## src/rtl/i2c_target_regs.sv

```systemverilog
// I2C target with a byte-wide register-file port and auto-incrementing pointer.
// Oversamples SCL/SDA on i_clk, filters them, decodes START/STOP and serves
// write and read transfers for a single 7-bit device address.
module i2c_target_regs #(
  parameter logic [6:0] DEV_ADDR   = 7'h1D,
  parameter int         FILTER_LEN = 2
) (
  input  logic       i_clk,
  input  logic       i_rst,
  input  logic       i_scl,
  input  logic       i_sda,
  output logic       o_sda_oe,
  output logic [7:0] o_reg_addr,
  output logic       o_wr_en,
  output logic [7:0] o_wr_data,
  output logic       o_rd_en,
  input  logic [7:0] i_rd_data,
  output logic       o_busy,
  output logic [3:0] o_state
);

  typedef enum logic [3:0] {
    S_IDLE      = 4'd0,
    S_ADDR      = 4'd1,
    S_ADDR_ACK  = 4'd2,
    S_REG       = 4'd3,
    S_REG_ACK   = 4'd4,
    S_WDATA     = 4'd5,
    S_WDATA_ACK = 4'd6,
    S_RDATA     = 4'd7,
    S_RDATA_ACK = 4'd8,
    S_WAIT      = 4'd9
  } state_e;

  // Last count value before a differing synchronized level is accepted.
  localparam logic [2:0] FILT_LAST = 3'(FILTER_LEN - 1);

  // Synchronizer and filter state
  logic       scl_meta_q, scl_sync_q, sda_meta_q, sda_sync_q;
  logic       scl_flt_q, scl_flt_d, sda_flt_q, sda_flt_d;
  logic [2:0] scl_cnt_q, scl_cnt_d, sda_cnt_q, sda_cnt_d;
  logic       scl_prev_q, sda_prev_q;

  // Bus events
  logic       start_s, stop_s, scl_rise_s, scl_fall_s;

  // Protocol state
  state_e     state_q, state_d;
  logic [2:0] bit_cnt_q, bit_cnt_d;
  logic [7:0] shift_q, shift_d;
  logic [7:0] ptr_q, ptr_d;
  logic       sda_oe_q, sda_oe_d;
  logic       wr_en_q, wr_en_d;
  logic [7:0] wr_data_q, wr_data_d;
  logic       rd_en_q, rd_en_d;
  logic       fetch_q, fetch_d;
  logic       rw_q, rw_d;
  logic       ack_seen_q, ack_seen_d;
  logic       busy_q, busy_d;

  logic       rx_shift_s;
  logic       rx_done_s;
  logic [7:0] rx_byte_s;

  // Two-flop synchronizers; idle bus level is high
  always_ff @(posedge i_clk) begin
    if (i_rst) begin
      scl_meta_q <= 1'b1;
      scl_sync_q <= 1'b1;
      sda_meta_q <= 1'b1;
      sda_sync_q <= 1'b1;
    end else begin
      scl_meta_q <= i_scl;
      scl_sync_q <= scl_meta_q;
      sda_meta_q <= i_sda;
      sda_sync_q <= sda_meta_q;
    end
  end

  // Glitch filters: accept a new level after FILTER_LEN consecutive samples
  always_comb begin
    scl_flt_d = scl_flt_q;
    scl_cnt_d = 3'd0;
    sda_flt_d = sda_flt_q;
    sda_cnt_d = 3'd0;
    if (scl_sync_q != scl_flt_q) begin
      if (scl_cnt_q == FILT_LAST) begin
        scl_flt_d = scl_sync_q;
      end else begin
        scl_cnt_d = scl_cnt_q + 3'd1;
      end
    end else begin
      scl_cnt_d = 3'd0;
    end
    if (sda_sync_q != sda_flt_q) begin
      if (sda_cnt_q == FILT_LAST) begin
        sda_flt_d = sda_sync_q;
      end else begin
        sda_cnt_d = sda_cnt_q + 3'd1;
      end
    end else begin
      sda_cnt_d = 3'd0;
    end
  end

  // Filter registers plus one-cycle history used for edge detection
  always_ff @(posedge i_clk) begin
    if (i_rst) begin
      scl_flt_q  <= 1'b1;
      sda_flt_q  <= 1'b1;
      scl_cnt_q  <= 3'd0;
      sda_cnt_q  <= 3'd0;
      scl_prev_q <= 1'b1;
      sda_prev_q <= 1'b1;
    end else begin
      scl_flt_q  <= scl_flt_d;
      sda_flt_q  <= sda_flt_d;
      scl_cnt_q  <= scl_cnt_d;
      sda_cnt_q  <= sda_cnt_d;
      scl_prev_q <= scl_flt_q;
      sda_prev_q <= sda_flt_q;
    end
  end

  // Bus event decode from the filtered lines
  always_comb begin
    start_s    = scl_flt_q & scl_prev_q & sda_prev_q & ~sda_flt_q;
    stop_s     = scl_flt_q & scl_prev_q & ~sda_prev_q & sda_flt_q;
    scl_rise_s = scl_flt_q & ~scl_prev_q;
    scl_fall_s = ~scl_flt_q & scl_prev_q;
    rx_byte_s  = {shift_q[6:0], sda_flt_q};
    rx_shift_s = scl_rise_s & ((state_q == S_ADDR) | (state_q == S_REG) | (state_q == S_WDATA));
    rx_done_s  = rx_shift_s & (bit_cnt_q == 3'd7);
  end

  // Next-state and datapath logic of the transfer state machine
  always_comb begin
    state_d    = state_q;
    bit_cnt_d  = bit_cnt_q;
    shift_d    = shift_q;
    ptr_d      = wr_en_q ? (ptr_q + 8'd1) : ptr_q;
    sda_oe_d   = sda_oe_q;
    wr_en_d    = 1'b0;
    wr_data_d  = wr_data_q;
    rd_en_d    = 1'b0;
    fetch_d    = rd_en_q;
    rw_d       = rw_q;
    ack_seen_d = ack_seen_q;

    if (start_s) begin
      state_d    = S_ADDR;
      bit_cnt_d  = 3'd0;
      sda_oe_d   = 1'b0;
      fetch_d    = 1'b0;
      ack_seen_d = 1'b0;
    end else if (stop_s) begin
      state_d    = S_IDLE;
      bit_cnt_d  = 3'd0;
      sda_oe_d   = 1'b0;
      fetch_d    = 1'b0;
      ack_seen_d = 1'b0;
    end else begin
      // Shared receive shifter; the read fetch loads the same register
      if (rx_shift_s) begin
        shift_d   = rx_byte_s;
        bit_cnt_d = bit_cnt_q + 3'd1;
      end else if (fetch_q) begin
        shift_d  = i_rd_data;
        sda_oe_d = ~i_rd_data[7];
      end else begin
        shift_d = shift_q;
      end

      case (state_q)
        S_IDLE: begin
          state_d = S_IDLE;
        end
        S_ADDR: begin
          if (rx_done_s) begin
            if (rx_byte_s[7:1] == DEV_ADDR) begin
              state_d = S_ADDR_ACK;
              rw_d    = rx_byte_s[0];
            end else begin
              state_d = S_WAIT;
            end
          end else begin
            state_d = S_ADDR;
          end
        end
        S_ADDR_ACK: begin
          if (scl_fall_s) begin
            if (!sda_oe_q) begin
              sda_oe_d = 1'b1;
            end else begin
              sda_oe_d  = 1'b0;
              bit_cnt_d = 3'd0;
              if (rw_q) begin
                state_d = S_RDATA;
                rd_en_d = 1'b1;
              end else begin
                state_d = S_REG;
              end
            end
          end else begin
            state_d = S_ADDR_ACK;
          end
        end
        S_REG: begin
          if (rx_done_s) begin
            ptr_d   = rx_byte_s;
            state_d = S_REG_ACK;
          end else begin
            state_d = S_REG;
          end
        end
        S_REG_ACK, S_WDATA_ACK: begin
          if (scl_fall_s) begin
            if (!sda_oe_q) begin
              sda_oe_d = 1'b1;
            end else begin
              sda_oe_d  = 1'b0;
              bit_cnt_d = 3'd0;
              state_d   = S_WDATA;
            end
          end else begin
            state_d = state_q;
          end
        end
        S_WDATA: begin
          if (rx_done_s) begin
            wr_en_d   = 1'b1;
            wr_data_d = rx_byte_s;
            state_d   = S_WDATA_ACK;
          end else begin
            state_d = S_WDATA;
          end
        end
        S_RDATA: begin
          if (scl_fall_s) begin
            if (bit_cnt_q == 3'd7) begin
              sda_oe_d  = 1'b0;
              bit_cnt_d = 3'd0;
              state_d   = S_RDATA_ACK;
            end else begin
              shift_d   = {shift_q[6:0], 1'b0};
              sda_oe_d  = ~shift_q[6];
              bit_cnt_d = bit_cnt_q + 3'd1;
            end
          end else begin
            state_d = S_RDATA;
          end
        end
        S_RDATA_ACK: begin
          // Pointer advances past every byte sent; only an ACK fetches more
          if (scl_rise_s) begin
            ptr_d = ptr_q + 8'd1;
            if (!sda_flt_q) begin
              ack_seen_d = 1'b1;
            end else begin
              state_d = S_WAIT;
            end
          end else if (scl_fall_s && ack_seen_q) begin
            ack_seen_d = 1'b0;
            rd_en_d    = 1'b1;
            bit_cnt_d  = 3'd0;
            state_d    = S_RDATA;
          end else begin
            state_d = S_RDATA_ACK;
          end
        end
        S_WAIT: begin
          state_d = S_WAIT;
        end
        default: begin
          state_d  = S_IDLE;
          sda_oe_d = 1'b0;
        end
      endcase
    end
    busy_d = (state_d != S_IDLE);
  end

  // Protocol state registers and registered outputs
  always_ff @(posedge i_clk) begin
    if (i_rst) begin
      state_q    <= S_IDLE;
      bit_cnt_q  <= 3'd0;
      shift_q    <= 8'd0;
      ptr_q      <= 8'd0;
      sda_oe_q   <= 1'b0;
      wr_en_q    <= 1'b0;
      wr_data_q  <= 8'd0;
      rd_en_q    <= 1'b0;
      fetch_q    <= 1'b0;
      rw_q       <= 1'b0;
      ack_seen_q <= 1'b0;
      busy_q     <= 1'b0;
    end else begin
      state_q    <= state_d;
      bit_cnt_q  <= bit_cnt_d;
      shift_q    <= shift_d;
      ptr_q      <= ptr_d;
      sda_oe_q   <= sda_oe_d;
      wr_en_q    <= wr_en_d;
      wr_data_q  <= wr_data_d;
      rd_en_q    <= rd_en_d;
      fetch_q    <= fetch_d;
      rw_q       <= rw_d;
      ack_seen_q <= ack_seen_d;
      busy_q     <= busy_d;
    end
  end

  assign o_sda_oe   = sda_oe_q;
  assign o_reg_addr = ptr_q;
  assign o_wr_en    = wr_en_q;
  assign o_wr_data  = wr_data_q;
  assign o_rd_en    = rd_en_q;
  assign o_busy     = busy_q;
  assign o_state    = state_q;

endmodule

```

## config.mk

```make
export PLATFORM = sky130hd
export DESIGN_NAME = i2c_target_regs
export DESIGN_NICKNAME = d
export VERILOG_FILES = /design/src/rtl/i2c_target_regs.sv
export SDC_FILE = /design/constraint.sdc
export NUM_CORES = 1
export LEC_CHECK = 0
export CELL_PAD_IN_SITES_DETAIL_PLACEMENT = 1
export CELL_PAD_IN_SITES_GLOBAL_PLACEMENT = 1
export CORE_MARGIN = 3
export CORE_UTILIZATION = 45
export DETAILED_ROUTE_END_ITERATION = 6
export PLACE_DENSITY = 0.95
export REMOVE_ABC_BUFFERS = 1
export SLEW_MARGIN = 20
export SYNTH_ARGS = -nofsm -noshare
export SYNTH_HDL_FRONTEND = slang
export SYNTH_SLANG_ARGS = --single-unit
```

## constraint.sdc

```tcl
create_clock -name i_clk -period 3.6 [get_ports i_clk]
set_clock_uncertainty 0.1 [all_clocks]
set_input_delay 0.72 -clock i_clk [delete_from_list [all_inputs] [get_ports i_clk]]
set_output_delay 0.72 -clock i_clk [all_outputs]
set_load 0.005 [all_outputs]
```

==> results of run 1 <==
-- registers in the layout (all words and copies together), names as in the netlist, 3 cells and up --
name and flops:
o_reg_addr 8, sda_cnt_q 3, o_state 4, shift_q 7
scl_cnt_q 3, o_wr_data 8, bit_cnt_q 3
-- routing by layer --
metal | up-vias | GRT usage [%] | wire length, microns
li1 | 1180 | - | -
met2 | 82 | 39.91 | 4048
met3 | 14 | 4.837 | 477
met5 | - | 0 | 0
met1 | 1246 | 28.44 | 3338
met4 | 0 | 8.480 | 138
-- power groups by stage --
| stage | Sequential, mW | Combinational [mW] | Clock, mW |
|---|---|---|---|
| floorplan | 0.594 | 0.0355 | 0 |
| global placement | 0.598 | 0.0638 | 0 |
| detailed placement | 0.599 | 0.0670 | 0 |
| CTS | 0.586 | 0.0676 | 0.357 |
| global route | 0.588 | 0.0738 | 0.384 |
| finish | 0.586 | 0.0677 | 0.350 |
-- how the worst max path moves through the flow --
stage | depth (start not counted) | end
6_report | 1 | o_state[0]
5_1_grt | 7 | o_busy$_SDFF_PP0_
4_1_cts | 1 | o_state[3]
3_5_place_dp | 4 | o_busy$_SDFF_PP0_
3_3_place_gp | 4 | o_busy$_SDFF_PP0_
2_1_floorplan | 5 | o_reg_addr[2]$_SDFF_PP0_
-- through the flow --
stage	area, sq um	total power [mW]	utilization (%)	setup slack [ns]
6_report	3196	1.004	56.31	1.129
5_1_grt	3196	1.046	56.31	0.9821
4_1_cts	3196	1.010	56.31	1.128
3_5_place_dp	3104	0.6659	54.70	1.139
3_3_place_gp	3104	0.6616	54.70	1.230
2_1_floorplan	2656	0.6292	-	1.721
-- cell type report --
class | instances | area, sq um
inverter | 12 | 45.04
clock inverter | 3 | 22.52
tap | 72 | 90.09
fill | 675 | 2480
multi-input combinational | 230 | 1590
sequential | 51 | 1021
clock buffer | 5 | 68.82
timing repair buffer | 36 | 357.8
-- cell families after synthesis --
| family | Yosys count | synth area share (%) |
|---|---|---|
| AO/OA/AOI/OAI | 59 | 16.82 |
| adder cells (fa/ha/maj) | 7 | 3.217 |
| XOR/XNOR | 13 | 4.182 |
| flip-flops | 51 | 37.50 |
| buffers and inverters | 27 | 4.090 |
| multiplexers | 19 | 6.985 |
| AND/OR/NAND/NOR | 132 | 27.21 |
-- cell usage in the layout, fill, tap and decap left out, drive strengths merged, types with 7 or more instances in the layout --
cell type / count
nor3: 8
xnor2: 7
nand2b: 10
nand3: 11
o21ai: 10
clkdlybuf4s50: 35
nand2: 15
or2: 7
a21oi: 7
dfxtp: 51
a211oi: 8
mux2i: 19
inv: 13
nor2b: 9
nor2: 38
ha: 7
==> summary.txt, run 1 <==
Min Clock Period, post-route: 2.471 ns
Clock power frac: 34.8%
CP max FO: 17
Buffers on Ports: 35
Die H: 83.79 microns
Area Growth Syn to Fin: 17.37%
Psw: 0.2599 mW
largest net degree at the start of global routing: 22
Static Leak: 1.219 nW
Worst VDD drop: 0.2010 mV
core area: 0.005675 sq mm
unrepaired setup endpoints after global routing: false
Async SR Flop Fraction: 0%
status: complete, no violations
HP Start: scl_meta_q$_SDFF_PP1_
die extent in x: 83.79 microns
Resize count post-CTS: 0
switching share of power: 25.90%
required time of the critical path: 2.78 ns
gr ovfl total: 0
post-synthesis sequential area ratio: 37.50%
Post-Syn Area: 0.002723 sq mm
final wirelength: 8002 microns
relative slew slack: 54.07%
row count: 27
drt pass-1 iters: 6
period utilisation layout: 68.63%
P_int: 0.7436 mW
number of global-route vias before repair: 2640
FF-to-FF Start: bit_cnt_q[1]$_SDFF_PP0_
drt drc: 0
Yosys reg bits: 51
postcts setup bufs: 0
final setup violation count: 0
worst setup path class: flop to output port
Comb pwr share: 6.7%
Final Instance Count excl. Fillers: 409
Post-synth top cells: dfxtp_1 (51), nor2_1 (37), mux2i_1 (19)
CTS sink count: 51
first-pass GRT wire length: 13280 microns
H-tree levels: 2
# diodes: 0
sequential share of power: 58.4%
critical path startpoint: o_state[0]$_SDFF_PP0_
initial antenna violation count: 0
Synth area leader: dfxtp_1
RD Place Congestion: 0.8861
Area contributors post-synth: dfxtp_1 (38%), mux2i_1 (7.0%), nor2_1 (5.1%)
crit start category: flop
Worst-Margin Slew: 0.6853 ns
routed len/inst: 19.56 microns
Pwr Density: 314.0 mW/mm^2
Synth top area share: 37.50%
Final Net Count: 355
Max-cap violations: 0
clock transition at the registers of the reported paths: 0.10 ns
CP arrival: 1.65 ns
CTS tree: done
crit path max-delay cell type: dfxtp_1
clock buffer depth: 2
most instantiated library cell after synthesis: dfxtp_1
Hold EP: scl_sync_q$_SDFF_PP1_
syn_area_per_cell: 8.840 sq um
# hold bufs at CTS: 0
R2R setup slack: 1.16 ns
Syn Inst Count: 308
Initial Util: 47.97%
Hold Crit Depth: 1
vias: 2522
total negative slack: 0 ns
DRT iter0 DRCs: 206
Worst Hold Slack: 0.3233 ns
r2r endpoint: o_reg_addr[0]$_SDFF_PP0_
fraction of layout cells with a size suffix above 1: 7.122%
most common flop cell mapped by yosys: dfxtp_1
GRT Total Usage: 23.21%
crit-path leading delay family: flip-flops
Final HPWL DP: 5776 microns
HP Class: flop to flop
Worst Reg-to-Reg Cells: 7
io pins: 36
Slew Limit Fails: 0
number of synthesized flops with an enable pin: 0
Worst setup EP type: output port
clk root buf: clkbuf_8
clock latency on the worst-skew pair: 0.31 ns
die area: 0.007020 sq mm
dpl cells: 401
DR vias/cell: 6.166
Ys Warns: 0
cell-by-cell trace of the critical path: clkdlybuf4s50_1
Buf/Inv on CP: 1
worst stage delay on the critical path: 0.72 ns
Final ANT Viol Nets: 0
Synth cell types: 61
TritonCTS Buffers: 5
Achievable Freq: 0.4047 GHz
final hold violations: 0
Power figures use the tool's default switching activity.
==> run 2, diff against run 1 <==
- CORE_UTILIZATION: 45 -> 38
- PLACE_DENSITY: 0.95 -> 0.86
- clock period: 3.6 -> 2.2 ns (I/O delays scaled with it)
==> summary.txt, run 2 (same netlist as run 1, synthesis figures left out) <==
drt pass-1 iters: 7 (+1)
filler cell count: 808 (+20%)
worst stage delay on the critical path: 0.51 ns (-0.21 ns)
status: complete, but fails checks
Worst setup EP type: output port
DR vias/cell: 5.636 (-8.6%)
unrepaired setup endpoints after global routing: false
RD Place Congestion: 0.9617 (+8.5%)
final hold violations: 0 (unchanged)
die area: 0.008217 sq mm (+17%)
Util after Layout: 49.16% (-7.1 points)
drt drc: 1 (+1)
number of global-route vias before repair: 2653 (+0.49%)
gr ovfl total: 0 (unchanged)
dpl cell area: 0.003262 sq mm (+5.1%)
Final ANT Viol Nets: 0 (unchanged)
cell area after layout: 0.003377 sq mm (+5.7%)
crit path max-delay cell type: clkdlybuf4s50_1
row count: 30 (+11%)
first-pass GRT wire length: 13410 microns (+0.93%)
clk root buf: clkbuf_8
FF+latch area: 0.001023 sq mm (+0.24%)
core area: 0.006869 sq mm (+21%)
die extent in x: 90.65 microns (+8.2%)
DRT iter0 DRCs: 213 (+3.4%)
CTS sink count: 51 (unchanged)
Die H: 90.65 microns (+8.2%)
Buf/Inv on CP: 2 (+1)
Worst-Margin Slew: 0.5091 ns (-0.1762 ns)
largest net degree at the start of global routing: 25 (+14%)
cell-by-cell trace of the critical path: buf_4 -> clkdlybuf4s50_1
final setup violation count: 0 (unchanged)
vias: 2536 (+0.56%)
R2R setup slack: 0.14 ns (-1.02 ns)
initial antenna violation count: 0 (unchanged)
CP max FO: 10 (-7)
Max-cap violations: 0 (unchanged)
Slew Limit Fails: 0 (unchanged)
routed len/inst: 17.65 microns (-9.8%)
Final Net Count: 372 (+4.8%)
Min Clock Period, post-route: 2.060 ns
total negative slack: 0 ns (unchanged)
postcts setup bufs: 0 (unchanged)
failing checks: design-rule violations
relative slew slack: 65.75% (+12 points)
area taken by multi-input logic gates: 0.001607 sq mm (+1.0%)
clock latency on the worst-skew pair: 0.31 ns (about the same)
Initial Util: 39.64% (-8.3 points)
Final HPWL DP: 5997 microns (+3.8%)
HP Class: flop to flop
H-tree levels: 2 (unchanged)
clock transition at the registers of the reported paths: 0.10 ns (about the same)
period utilisation layout: 93.64%
commonest non-fill, non-tap cell in the layout: dfxtp_1
fraction of layout cells with a size suffix above 1: 12.99% (+5.9 points)
Pwr Density: 499.7 mW/mm^2 (+59%)
Area Growth Syn to Fin: 24.03%
required time of the critical path: 1.66 ns (-1.12 ns)
commonest non-fill, non-tap cells in the layout: dfxtp_1 (49), nor2_1 (37), clkdlybuf4s50_1 (35)
TritonCTS Buffers: 5 (unchanged)
Achievable Freq: 0.4854 GHz
crit start category: flop
final wirelength: 7942 microns (-0.75%)
Buffers on Ports: 35 (unchanged)
# hold bufs at CTS: 0 (unchanged)
CTS tree: done
critical path startpoint: o_state[3]$_SDFF_PP0_
clock buffer depth: 2 (unchanged)
HP Start: scl_meta_q$_SDFF_PP1_
Resize count post-CTS: 0 (unchanged)
crit-path leading delay family: buffers and inverters
CP arrival: 1.52 ns (-0.13 ns)
Static Leak: 1.303 nW (+6.9%)
io pins: 36 (unchanged)
Worst VDD drop: 0.4051 mV (+100%)
worst setup path class: flop to output port
# diodes: 0 (unchanged)
FF-to-FF Start: shift_q[3]$_SDFFE_PP0P_
GRT Total Usage: 20.14% (-3.1 points)
[run 2: cell type report]
class                           count  area share (%)
Timing Repair Buffer               53           14.38
Inverter                           12           1.334
Sequential cell                    51           30.31
Clock inverter                      3          0.8151
Multi-Input combinational cell    230           47.57
Tap cell                           96           3.557
Clock buffer                        5           2.038
[run 2: through the flow]
stage | total power [mW] | setup WS, ns | std cells | hold slack (ns)
after floorplan | 1.030 | 0.3213 | 293 | 0.2895
after global placement | 1.102 | 0.1613 | 442 | 0.2931
after detailed placement | 1.108 | 0.1145 | 442 | 0.2957
after CTS | 1.694 | 0.003515 | 450 | 0.3219
after global routing | 1.763 | 0.01687 | 450 | 0.3412
final | 1.688 | 0.1399 | 450 | 0.3195
[run 2: power by group]
group	switching (mW)	internal, mW	total, mW
registers	0.0148	0.936	0.950
logic	0.0752	0.0631	0.138
clock network	0.362	0.237	0.599
[run 2: layer usage]
metal | part of all wire (%) | GRT usage (%)
met3 | 5.5 | 4.167
met4 | 2.3 | 6.633
met2 | 47 | 32.92
met5 | 0 | 0
met1 | 45 | 26.43
[run 2: final timing paths]
check,endpoint,cells after the start
worst max register to register,o_busy$_SDFF_PP0_,5
worst min register to register,scl_sync_q$_SDFF_PP1_,1
worst max-delay path,o_state[3],2
worst min-delay path,scl_sync_q$_SDFF_PP1_,1
